$ cat config.mk
export PLATFORM = sky130hd
export DESIGN_NAME = aes_stream_demux
export DESIGN_NICKNAME = d
export VERILOG_FILES = /design/src/rtl/aes_stream_demux.sv
export SDC_FILE = /design/constraint.sdc
export NUM_CORES = 1
export LEC_CHECK = 0
export ABC_AREA = 1
export ABC_CLOCK_PERIOD_IN_PS = 1140
export CAP_MARGIN = 25
export CORE_ASPECT_RATIO = 1.5
export CORE_MARGIN = 5
export CORE_UTILIZATION = 35
export CTS_CLUSTER_SIZE = 24
export DETAILED_ROUTE_END_ITERATION = 10
export SYNTH_ARGS = -nofsm -noshare
export SYNTH_HDL_FRONTEND = slang
export SYNTH_SLANG_ARGS = --single-unit
$ cat constraint.sdc
create_clock -name clk -period 1.14 [get_ports clk]
set_input_delay 0.285 -clock clk [delete_from_list [all_inputs] [get_ports clk]]
set_output_delay 0.285 -clock clk [all_outputs]
set_load 0.02 [all_outputs]
$ cat src/rtl/aes_stream_demux.sv
// aes_stream_demux: packet-atomic 1:M_COUNT AXI-Stream demultiplexer.
// The destination is sampled from sel on the first beat of each packet and held until tlast.
// Output stage: one registered slice plus a one-entry skid buffer, shared by all channels.
// Optional build macro AES_STREAM_DEMUX_DROP_EN: an out-of-range sel drops the whole packet
// and pulses drop_pkt. Without the macro, an out-of-range sel is clamped to channel M_COUNT-1.
// Ports:
//   clk, rst         clock, asynchronous active-high reset
//   sel              destination channel, sampled on the first beat of a packet
//   busy             high while a packet is in flight
//   cur_sel          channel latched for the current or most recent packet
//   s_axis_*         input stream (tdata/tvalid/tready/tlast)
//   m_axis_*         output streams, packed per channel (channel i at [i*DATA_W +: DATA_W])
//   drop_pkt         (macro only) one-clk pulse after a dropped packet's tlast is accepted
module aes_stream_demux #(
    parameter int unsigned DATA_W  = 8,
    parameter int unsigned M_COUNT = 2,
    parameter int unsigned SEL_W   = $clog2(M_COUNT)
) (
    input  logic                        clk,
    input  logic                        rst,
    input  logic [SEL_W-1:0]            sel,
    output logic                        busy,
    output logic [SEL_W-1:0]            cur_sel,
    input  logic [DATA_W-1:0]           s_axis_tdata,
    input  logic                        s_axis_tvalid,
    output logic                        s_axis_tready,
    input  logic                        s_axis_tlast,
    output logic [M_COUNT*DATA_W-1:0]   m_axis_tdata,
    output logic [M_COUNT-1:0]          m_axis_tvalid,
    input  logic [M_COUNT-1:0]          m_axis_tready,
`ifdef AES_STREAM_DEMUX_DROP_EN
    output logic                        drop_pkt,
`endif
    output logic [M_COUNT-1:0]          m_axis_tlast
);

    typedef enum logic [1:0] {
        ST_IDLE   = 2'd0,
        ST_ACTIVE = 2'd1,
        ST_DROP   = 2'd2
    } state_t;

    state_t                      r_state, w_state_nxt;
    logic [SEL_W-1:0]            r_route, w_route_nxt;
    logic                        r_busy;
    logic                        r_s_tready;
    logic                        r_drop_pkt, w_drop_done;

    logic [M_COUNT-1:0]          r_m_tvalid, w_mv_nxt;
    logic [M_COUNT*DATA_W-1:0]   r_m_tdata,  w_md_nxt;
    logic [M_COUNT-1:0]          r_m_tlast,  w_ml_nxt;

    logic                        r_sk_valid, w_sk_valid_nxt;
    logic [DATA_W-1:0]           r_sk_data,  w_sk_data_nxt;
    logic                        r_sk_last,  w_sk_last_nxt;
    logic [SEL_W-1:0]            r_sk_route, w_sk_route_nxt;

    logic                        w_in_fire, w_out_fire, w_out_free, w_push;
    logic                        w_sel_oob;
    logic [SEL_W-1:0]            w_sel_clamp, w_beat_route;
    logic                        w_ld_en, w_ld_last;
    logic [SEL_W-1:0]            w_ld_route;
    logic [DATA_W-1:0]           w_ld_data;

    assign w_in_fire   = s_axis_tvalid && r_s_tready;
    assign w_out_fire  = |(r_m_tvalid & m_axis_tready);
    assign w_out_free  = !(|r_m_tvalid) || w_out_fire;
    assign w_sel_oob   = 32'(sel) >= M_COUNT;
    assign w_sel_clamp = w_sel_oob ? SEL_W'(M_COUNT - 1) : sel;

    // Packet framing FSM: route is latched on the first beat and frozen until tlast.
    always_comb begin
        w_state_nxt  = r_state;
        w_route_nxt  = r_route;
        w_beat_route = r_route;
        w_push       = w_in_fire;
        w_drop_done  = 1'b0;
        case (r_state)
            ST_IDLE: begin
                if (w_in_fire) begin
`ifdef AES_STREAM_DEMUX_DROP_EN
                    if (w_sel_oob) begin
                        w_push      = 1'b0;
                        w_route_nxt = sel;
                        if (s_axis_tlast) w_drop_done = 1'b1;
                        else              w_state_nxt = ST_DROP;
                    end else begin
                        w_route_nxt  = w_sel_clamp;
                        w_beat_route = w_sel_clamp;
                        if (!s_axis_tlast) w_state_nxt = ST_ACTIVE;
                    end
`else
                    w_route_nxt  = w_sel_clamp;
                    w_beat_route = w_sel_clamp;
                    if (!s_axis_tlast) w_state_nxt = ST_ACTIVE;
`endif
                end
            end
            ST_ACTIVE: begin
                if (w_in_fire && s_axis_tlast) w_state_nxt = ST_IDLE;
            end
`ifdef AES_STREAM_DEMUX_DROP_EN
            ST_DROP: begin
                w_push = 1'b0;
                if (w_in_fire && s_axis_tlast) begin
                    w_state_nxt = ST_IDLE;
                    w_drop_done = 1'b1;
                end
            end
`endif
            default: w_state_nxt = ST_IDLE;
        endcase
    end

    // Output slice + skid: skid always has priority when the slice frees up, preserving order.
    always_comb begin
        w_sk_valid_nxt = r_sk_valid;
        w_sk_data_nxt  = r_sk_data;
        w_sk_last_nxt  = r_sk_last;
        w_sk_route_nxt = r_sk_route;
        w_ld_en        = w_out_free && (r_sk_valid || w_push);
        w_ld_route     = r_sk_valid ? r_sk_route : w_beat_route;
        w_ld_data      = r_sk_valid ? r_sk_data  : s_axis_tdata;
        w_ld_last      = r_sk_valid ? r_sk_last  : s_axis_tlast;
        w_mv_nxt       = r_m_tvalid;
        w_md_nxt       = r_m_tdata;
        w_ml_nxt       = r_m_tlast;
        if (w_out_free) begin
            w_mv_nxt       = '0;
            w_md_nxt       = '0;
            w_ml_nxt       = '0;
            w_sk_valid_nxt = 1'b0;
            for (int unsigned i = 0; i < M_COUNT; i++) begin
                if (w_ld_en && (i == 32'(w_ld_route))) begin
                    w_mv_nxt[i]                 = 1'b1;
                    w_md_nxt[i*DATA_W +: DATA_W] = w_ld_data;
                    w_ml_nxt[i]                 = w_ld_last;
                end
            end
        end else if (w_push) begin
            w_sk_valid_nxt = 1'b1;
            w_sk_data_nxt  = s_axis_tdata;
            w_sk_last_nxt  = s_axis_tlast;
            w_sk_route_nxt = w_beat_route;
        end
    end

    always_ff @(posedge clk or posedge rst) begin
        if (rst) begin
            r_state    <= ST_IDLE;
            r_route    <= '0;
            r_busy     <= 1'b0;
            r_s_tready <= 1'b0;
            r_drop_pkt <= 1'b0;
            r_m_tvalid <= '0;
            r_m_tdata  <= '0;
            r_m_tlast  <= '0;
            r_sk_valid <= 1'b0;
            r_sk_data  <= '0;
            r_sk_last  <= 1'b0;
            r_sk_route <= '0;
        end else begin
            r_state    <= w_state_nxt;
            r_route    <= w_route_nxt;
            r_busy     <= (w_state_nxt != ST_IDLE);
            r_s_tready <= !w_sk_valid_nxt;
            r_drop_pkt <= w_drop_done;
            r_m_tvalid <= w_mv_nxt;
            r_m_tdata  <= w_md_nxt;
            r_m_tlast  <= w_ml_nxt;
            r_sk_valid <= w_sk_valid_nxt;
            r_sk_data  <= w_sk_data_nxt;
            r_sk_last  <= w_sk_last_nxt;
            r_sk_route <= w_sk_route_nxt;
        end
    end

    assign busy          = r_busy;
    assign cur_sel       = r_route;
    assign s_axis_tready = r_s_tready;
    assign m_axis_tvalid = r_m_tvalid;
    assign m_axis_tdata  = r_m_tdata;
    assign m_axis_tlast  = r_m_tlast;
`ifdef AES_STREAM_DEMUX_DROP_EN
    assign drop_pkt      = r_drop_pkt;
`else
    logic w_unused;
    assign w_unused = r_drop_pkt;
`endif

endmodule
==> flow_summary.yaml, run 1 <==
outcome:
  status: "finished with violations"
  violations: "setup timing"
critical_path:
  critPathCaptureType: "output pin"
  r2r-end: "s_axis_tready"
  crit_type: "register to output pin"
  startpoint: "m_axis_tvalid[1]"
  r2r_slack_ns: -0.12
  required_ns: 0.85
  startpoint_type: "register"
  reg2reg_depth: 8
  critPathArrivalTime_ns: 0.98
  critical_path.max_fanout: 4
  r2r_start: "m_axis_tvalid[1]"
detailed_routing:
  first_iter_violations: 75
  route.detailed.drc: 0
  ant_nets: 0
  wl_mm: 3.92
  wire_per_inst_um: 12.2
  vias: 1426
  detail_route.vias_per_cell: 4.44
  first_pass_iters: 4
place:
  io_buffers: 37
  gp_congestion: 0.750
  dp_cells: 301
  placed_cell_area_um2: 2290
  dp_hpwl_mm: 2.51
sta:
  finalCriticalPeriod_ns: 1.27
  setup-violations-final: 34
  fin_ws_ns: -0.126
  finalHoldViolations: 0
  hold_slack_ns: 0.346
  min_period_over_period_pct: 111
  fmax_mhz: 790
  clock-skew-final_ns: 0.00444
  rsz0062_at_grt: "yes"
  final_max_slew_viol_count: 0
clocking:
  clk_path_buf_depth: 2
  cts_made_buffers: 5
  cts-htree-levels: 2
  cts_hold_buf: 0
  clock_sinks: 36
  clk_pin_slew_worst_paths_ns: 0.07
  cts_tree: "yes"
  cts-root-buf: "clkbuf_8"
  insertion_delay_ns: 0.28
yosys:
  synthMuxAreaShare_pct: 0
  netlist_instances: 183
  async_reset_ff_share_pct: 100
  synth_area_leaders: "dfrtp_1 (54%), nand2_1 (15%), o21ai_2 (5.3%)"
  synth-simple-area-share_pct: 27.5
  yosysTopAreaCell: "dfrtp_1"
  synth_adder_area_share_pct: 0
  synthTopCellsByCount: "nand2_1 (67), dfrtp_1 (36), inv_1 (16), nand3_1 (10), o21ai_2 (10)"
  synth_top_family_by_area: "simple AND/OR/NAND/NOR gates"
  synth_compound_area_share_pct: 8.92
  synth_nets: 198
  synth_flop_cell: "dfrtp_1"
  yosys_warnings: 0
  synth_seq_area_share_pct: 54.4
  synthXorXnorAreaFrac_pct: 0
  ys_types: 20
  netlist.area_leader.share_pct: 54.4
  yosysMostFrequentCell: "nand2_1"
  syn_area_um2: 1660
  synth_edf_count: 0
  avgSynthCellArea_um2: 9.05
  ys_ff_latch: 36
min_path:
  hp-class: "input pin to async pin"
floorplan:
  dieArea_um2: 6230
  ios: 38
  rows: 30
  die_h_um: 94.2
  core_area_um2: 4540
  initial_core_util_pct: 36.4
  die_w_um: 66.2
flow_run:
  drv_cap: 0
layout:
  fin_cells: 321
  syn_to_final_growth_pct: 54.2
  nNetsFinal: 271
  layout-drive-gt1-share_pct: 46.3
  fillCellCount: 435
  stdcell_area_um2: 2550
  diodes: 0
global_route:
  antenna_found_initial: 0
  grt_max_degree: 37
  grt_pass1_wl_mm: 6.33
  grt_pass1_vias: 1288
  grt.overflow.total: 0
  grt_usage_pct: 13.3
power_and_ir_drop:
  cellLeakagePower_nw: 1.31
  peakVddDrop_v: 0.000977
  powerDensity_nw_per_um2: 2890
[how the worst max path moves through the flow]
| stage | slack, ns | depth (start not counted) | endpoint |
|---|---|---|---|
| 2_1_floorplan | -0.03 | 8 | m_axis_tdata[0] |
| 3_3_place_gp | -0.42 | 9 | m_axis_tdata[11] |
| 3_5_place_dp | -0.44 | 9 | m_axis_tdata[8] |
| 4_1_cts | -0.11 | 7 | r_sk_data[4] |
| 5_1_grt | -0.18 | 8 | s_axis_tready |
| 6_report | -0.13 | 2 | m_axis_tvalid[1] |
[sequential cells by signal, summed over array words and instances, names as in the netlist]
name           cells
cur_sel            1
s_axis_tready      1
r_sk_valid         1
m_axis_tvalid      2
m_axis_tlast       2
r_sk_route         1
r_sk_last          1
r_sk_data          8
m_axis_tdata      16
r_state            2
busy               1
[critical path: stages, from the launching register on]
cell,delay (ns)
dfrtp_2,0.44
buf_4,0.14
buf_6,0.12
[through the flow]
stage	setup WS, ns	util (%)	total power, mW	TNS (ns)
floorplan	-0.0303	-	4.32	-0.624
global placement	-0.417	50.5	5.72	-14.21
detailed placement	-0.435	50.5	5.76	-14.36
CTS	-0.110	52.2	6.80	-2.33
global route	-0.181	56.2	7.88	-5.23
finish	-0.126	56.2	7.38	-2.97
[metal layers]
layer  vias up  track usage [%]  part of all wire, %
met5         -                0                    0
met4         0             5.08                  1.7
met3         5             2.99                  4.1
met2        29             22.0                   53
met1       663             16.6                   41
li1        729                -                    -
[report_power, final]
group	leakage (nW)	switching [mW]	internal (mW)
sequential	0.462	0.408	1.85
clock	0.0541	0.456	0.647
combinational	0.797	2.21	1.81
total	1.31	3.07	4.31
[cell families (layout without fill, tap and decap cells)]
kind of cell	after synthesis	in the layout
and+or+nand+nor	98	100
other	1	1
buffers and inverters	27	99
AOI/OAI and AO/OA	21	21
DFF	36	36
[cells in the final DEF, fill, tap and decap left out]
cell type        count
a211oi_1             2
buf_12               4
buf_2               11
buf_4               32
buf_6               13
bufinv_16            1
clkbuf_8             5
clkdlybuf4s50_1     13
clkinv_2             1
clkinvlp_4           1
conb_1               1
dfrtp_1             33
dfrtp_2              3
dlygate4sd2_1        1
inv_1               16
inv_2                1
nand2_1             52
nand2_2             16
nand2_4              3
nand3_1              2
nand3_2              9
nand3_4              2
nand4_1              9
nor2_1               1
nor2_2               3
nor2_4               3
o21ai_0              2
o21ai_1              6
o21ai_2             11
[cell type report]
| type | count | area (um^2) | share of cell area (%) |
|---|---|---|---|
| clock inverter | 3 | 42.5 | 1.67 |
| timing repair buffer | 74 | 661 | 25.9 |
| inverter | 17 | 63.8 | 2.50 |
| multi-input combinational | 122 | 732 | 28.7 |
| tap | 64 | 80.1 | 3.14 |
| clock buffer | 5 | 68.8 | 2.70 |
| sequential | 36 | 905 | 35.4 |
[what timing repair did]
item	in CTS	in global routing
setup buffers	1	9
gates resized for setup	110	40
cloned	2	0
endpoints found under the setup margin	53	46
pin swaps	2	4
Note: power is estimated with default switching activity, not from simulation.
==> run 2, diff against run 1 <==
--- a/config.mk
+++ b/config.mk
@@ -11,8 +11,10 @@
 export CORE_ASPECT_RATIO = 1.5
 export CORE_MARGIN = 5
 export CORE_UTILIZATION = 35
+export CTS_CLUSTER_DIAMETER = 120
 export CTS_CLUSTER_SIZE = 24
 export DETAILED_ROUTE_END_ITERATION = 10
+export PLACE_DENSITY_LB_ADDON = 0.12
 export SYNTH_ARGS = -nofsm -noshare
 export SYNTH_HDL_FRONTEND = slang
 export SYNTH_SLANG_ARGS = --single-unit
==> run 2 against run 1 <==
Global-route usage is 1.4 points higher. Worst hold slack better by 0.00069 ns. Combinational power increased by 2%. Cell count increased by 0.93%. The flow still finishes with violations (setup timing). Clock skew decreased by 0.0020 ns.
==> flow_summary.yaml, run 2 (synthesis gave the netlist of run 1 again) <==
floorplan:
  die_w_um: 66.2
  core_area_um2: 4540
  ios: 38
  initial_core_util_pct: 36.4
  die_h_um: 94.2
  dieArea_um2: 6230
  rows: 30
critical_path:
  crit_path_end: "m_axis_tvalid[1]"
  reg2reg_depth: 7
  crit_type: "register to output pin"
  critical_path.max_fanout: 4
  r2r-end: "m_axis_tdata[11]"
  critPathCaptureType: "output pin"
  required_ns: 0.85
  r2r_start: "m_axis_tvalid[0]"
  critPathArrivalTime_ns: 0.97
  startpoint: "m_axis_tvalid[1]"
  r2r_slack_ns: -0.08
  startpoint_type: "register"
detailed_routing:
  first_iter_violations: 62
  wire_per_inst_um: 12.7
  first_pass_iters: 4
  ant_nets: 0
  route.detailed.drc: 0
  vias: 1429
  wl_mm: 4.12
  detail_route.vias_per_cell: 4.41
clocking:
  clock_sinks: 36
  clk_path_buf_depth: 2
  insertion_delay_ns: 0.28
  clk_pin_slew_worst_paths_ns: 0.07
  cts-root-buf: "clkbuf_8"
  cts_hold_buf: 0
  cts_made_buffers: 5
  cts-htree-levels: 2
  cts_tree: "yes"
min_path:
  hp-class: "input pin to async pin"
sta:
  final_max_slew_viol_count: 0
  setup-tns-final_ns: -1.95
  fmax_mhz: 795
  rsz0062_at_grt: "yes"
  setup-violations-final: 32
  fin_ws_ns: -0.118
  finalCriticalPeriod_ns: 1.26
  clock-skew-final_ns: 0.00249
  min_period_over_period_pct: 110
  finalHoldViolations: 0
layout:
  stdcell_area_um2: 2560
  layout-drive-gt1-share_pct: 47.3
  fillCellCount: 414
  final_common_cell: "nand2_1"
  diodes: 0
  mostFrequentLayoutCells: "nand2_1 (53), buf_4 (36), dfrtp_1 (32)"
  syn_to_final_growth_pct: 54.6
  nNetsFinal: 274
  largest_reg_flops: 16
power_and_ir_drop:
  p_int_mw: 4.24
  pwr-share-comb_pct: 56.4
  p_sw_mw: 3.05
  seqPwrFrac_pct: 31.0
  powerDensity_nw_per_um2: 2850
  peakVddDrop_v: 0.00159
  p_clk_share_pct: 12.6
  switching_share_pct: 41.8
  cellLeakagePower_nw: 1.32
place:
  placed_cell_area_um2: 2320
  io_buffers: 37
  gp_congestion: 0.719
  dp_hpwl_mm: 2.84
outcome:
  status: "finished with violations"
  violations: "setup timing"
global_route:
  grt.overflow.total: 0
  grt_max_degree: 37
  grt_usage_pct: 14.7
  grt_pass1_wl_mm: 6.95
  antenna_found_initial: 0
  grt_pass1_vias: 1494
flow_run:
  drv_cap: 0
-- run 2: cell count changes in the layout (fill, tap and decap cells not counted), sizes merged --
cell,change
dlygate4sd2,+1
clkbuf,+3
clkinv,-1
clkdlybuf4s50,-1
bufinv,-1
buf,+3
clkinvlp,-1
-- run 2: how the worst min path moves through the flow --
stage | startpoint | to | slack, ns | cells past startpoint
4_1_cts | rst | r_sk_data[3] | 0.35 | 3
6_report | rst | m_axis_tdata[4] | 0.35 | 3
3_3_place_gp | r_sk_data[3] | r_sk_data[3] | 0.46 | 2
3_5_place_dp | r_sk_data[4] | r_sk_data[4] | 0.47 | 2
2_1_floorplan | s_axis_tlast | busy | 0.38 | 1
5_1_grt | rst | busy | 0.37 | 3
-- run 2: area by class of cell --
type	count	area, um^2	share of cell area, %
Multi-Input combinational cell	122	738	28.8
Timing Repair Buffer	77	682	26.6
Inverter	17	63.8	2.49
Tap cell	64	80.1	3.13
Sequential cell	36	906	35.4
Clock buffer	8	90.1	3.52
-- run 2: repair_timing --
action	CTS	global route
gates cloned	2	0
pin swaps	7	7
resized for setup	120	34
setup endpoints to repair	55	48
setup buffers	4	6
-- run 2: power groups by stage --
stage | registers [mW] | logic, mW | clock network (mW)
floorplan | 2.61 | 1.71 | 0
global placement | 2.19 | 3.60 | 0
detailed placement | 2.22 | 3.65 | 0
CTS | 2.20 | 3.71 | 0.960
global route | 2.34 | 4.47 | 1.02
finish | 2.26 | 4.11 | 0.914
-- run 2: worst max-delay path, stage by stage, from the launching register on --
cell and delay, ns:
dfrtp_2 0.43, buf_4 0.14, buf_6 0.12
-- run 2: stage by stage --
step                hold WS (ns)  std cells  power (mW)  utilization [%]  setup WS (ns)
global placement           0.464        304        5.79             51.0         -0.412
CTS                        0.347        318        6.87             52.9        -0.0941
finish                     0.347        324        7.28             56.4         -0.118
detailed placement         0.468        304        5.87             51.0         -0.454
floorplan                  0.382        183        4.32                -        -0.0303
global route               0.374        324        7.82             56.4         -0.173
-- run 2: per-layer routing --
| layer | part of all wire [%] | up-vias | routed length, um | global-route usage, % |
|---|---|---|---|---|
| met5 | 0 | - | 0 | 0 |
| met4 | 1.6 | 0 | 65 | 5.59 |
| met3 | 4.4 | 5 | 182 | 3.59 |
| met2 | 53 | 29 | 2200 | 25.3 |
| met1 | 41 | 658 | 1670 | 17.2 |
| li1 | - | 737 | - | - |
==> run 3, diff against run 2 <==
--- a/config.mk
+++ b/config.mk
@@ -14,6 +14,7 @@
 export CTS_CLUSTER_DIAMETER = 120
 export CTS_CLUSTER_SIZE = 24
 export DETAILED_ROUTE_END_ITERATION = 10
+export GPL_TIMING_DRIVEN = 0
 export PLACE_DENSITY_LB_ADDON = 0.12
 export SYNTH_ARGS = -nofsm -noshare
 export SYNTH_HDL_FRONTEND = slang
==> run 3 against run 2 <==
The run still ends with setup timing left. Clock skew is 0.00063 ns higher. Routed wire length fell by 7.5%. Clock power grew 71%. Critical path depth rose by 5. Cell area down 3.1%. Global-route usage fell by 1.5 points. Die area did not move. Worst hold slack better by 0.025 ns. Power increased by 5.9%. Sequential power decreased by 2%.
==> flow_summary.yaml, run 3 (synthesis gave the netlist of run 1 again) <==
layout:
  fin_cells: 312
  fillCellCount: 424
  final_common_cell: "nand2_1"
  multi_input_area_um2: 669
  syn_to_final_growth_pct: 49.9
  largest_reg_flops: 16
  utilization_pct: 54.6
  regArea_um2: 905
  mostFrequentLayoutCells: "nand2_1 (60), dfrtp_1 (33), buf_6 (23)"
  nNetsFinal: 262
  diodes: 0
  layout-drive-gt1-share_pct: 41.1
sta:
  min_period_over_period_pct: 108
  maxSlewHeadroom_pct: 58.9
  fmax_mhz: 809
  final_max_slew_viol_count: 0
  finalHoldViolations: 0
  worstMarginPinSlew_ns: 0.616
  fin_ws_ns: -0.0954
  rsz0062_at_grt: "yes"
  setup-violations-final: 33
  finalCriticalPeriod_ns: 1.24
  clock-skew-final_ns: 0.00312
power_and_ir_drop:
  peakVddDrop_v: 0.00111
  powerDensity_nw_per_um2: 3110
  cellLeakagePower_nw: 1.28
critical_path:
  crit_type: "register to register"
  r2r_slack_ns: -0.1
  path_cells: "nor2_2, nand2_2, nand2_2, nand3_4, buf_6, nand4_1, nand2_1"
  r2r_start: "r_state[0]"
  reg2reg_depth: 7
  required_ns: 1.32
  startpoint_type: "register"
  cpPeakStageDelay_ns: 0.40
  cp_slowest_cell: "dfrtp_1"
  critPathArrivalTime_ns: 1.42
  critical_path.max_fanout: 5
  crit_top_cell: "nand2_2"
  critPathCaptureType: "register"
  r2r-end: "m_axis_tdata[4]"
outcome:
  status: "finished with violations"
  violations: "setup timing"
floorplan:
  die_w_um: 66.2
  die_h_um: 94.2
  core_area_um2: 4540
  rows: 30
  ios: 38
  initial_core_util_pct: 36.4
  dieArea_um2: 6230
global_route:
  grt_pass1_wl_mm: 6.20
  grt_usage_pct: 13.2
  antenna_found_initial: 0
  grt.overflow.total: 0
  grt_pass1_vias: 1295
  grt_max_degree: 37
clocking:
  cts-root-buf: "clkbuf_8"
  clock_sinks: 36
  clk_pin_slew_worst_paths_ns: 0.07
  cts_made_buffers: 5
  cts_tree: "yes"
  cts-htree-levels: 2
  insertion_delay_ns: 0.29
  clk_path_buf_depth: 2
detailed_routing:
  wl_mm: 3.81
  wire_per_inst_um: 12.2
  detail_route.vias_per_cell: 4.32
  met1_length_mm: 1.55
  route.detailed.drc: 0
  first_iter_violations: 57
  wl_met2_mm: 2.00
  routed.top_layer: "met4"
  first_pass_iters: 4
  ant_nets: 0
  vias: 1349
  wl_met3_um: 185
place:
  io_buffers: 37
  dp_cells: 284
  dp_hpwl_mm: 2.58
  gp_congestion: 0.713
flow_run:
  drv_cap: 0
min_path:
  hp-class: "input pin to async pin"
[run 3: per-stage QoR]
step / area, um^2 / setup TNS [ns] / total power [mW] / worst slack [ns] / hold slack, ns
floorplan: 1670 / -0.624 / 4.32 / -0.0303 / 0.382
global placement: 2120 / -43.64 / 5.49 / -0.919 / 0.464
detailed placement: 2120 / -21.12 / 5.53 / -0.496 / 0.466
CTS: 2290 / -1.61 / 7.12 / -0.0804 / 0.474
global route: 2480 / -5.01 / 8.26 / -0.186 / 0.442
finish: 2480 / -1.75 / 7.71 / -0.0954 / 0.372
[run 3: repair_timing]
item | 4_1_cts | 5_1_grt
gates cloned | 1 | 2
pin swaps | 6 | 9
setup endpoints to repair | 53 | 55
hold buffers | 0 | 0
setup buffers | 8 | 9
gates resized for setup | 113 | 36
[run 3: worst max-delay path, delay by kind of cell, from the launching register on]
family	cells	cell delay, ns
buf+inv	1	0.15
simple gates	6	0.58
flops	1	0.40
[run 3: final cells by class]
type                       instances  area share (%)
multi-input combinational        120            27.0
tap                               64            3.23
buffer                            10            3.58
clock buffer                       5            2.77
inverter                          17            2.62
clock inverter                     3            3.63
sequential                        36            36.5
timing repair buffer              57            20.7
[run 3: layer usage]
layer,GRT usage (%),vias up
li1,-,711
met1,15.7,603
met2,21.9,28
met3,3.23,7
met4,6.10,0
met5,0,-
[run 3: where the power goes]
part / internal, mW / switching, mW / leakage [nW]
combinational: 1.80 / 2.13 / 0.735
sequential: 1.85 / 0.368 / 0.462
clock: 1.09 / 0.463 / 0.0784
total: 4.75 / 2.97 / 1.28
[run 3: worst max-delay path by stage]
stage                           from              end  cells after the start
global placement                 rst    s_axis_tready                      2
global route              r_sk_valid  m_axis_tdata[5]                      4
floorplan              s_axis_tready  m_axis_tdata[0]                      8
CTS                 m_axis_tvalid[0]     r_sk_data[2]                      7
finish                    r_state[0]  m_axis_tdata[4]                      7
detailed placement     s_axis_tvalid  m_axis_tdata[4]                      9
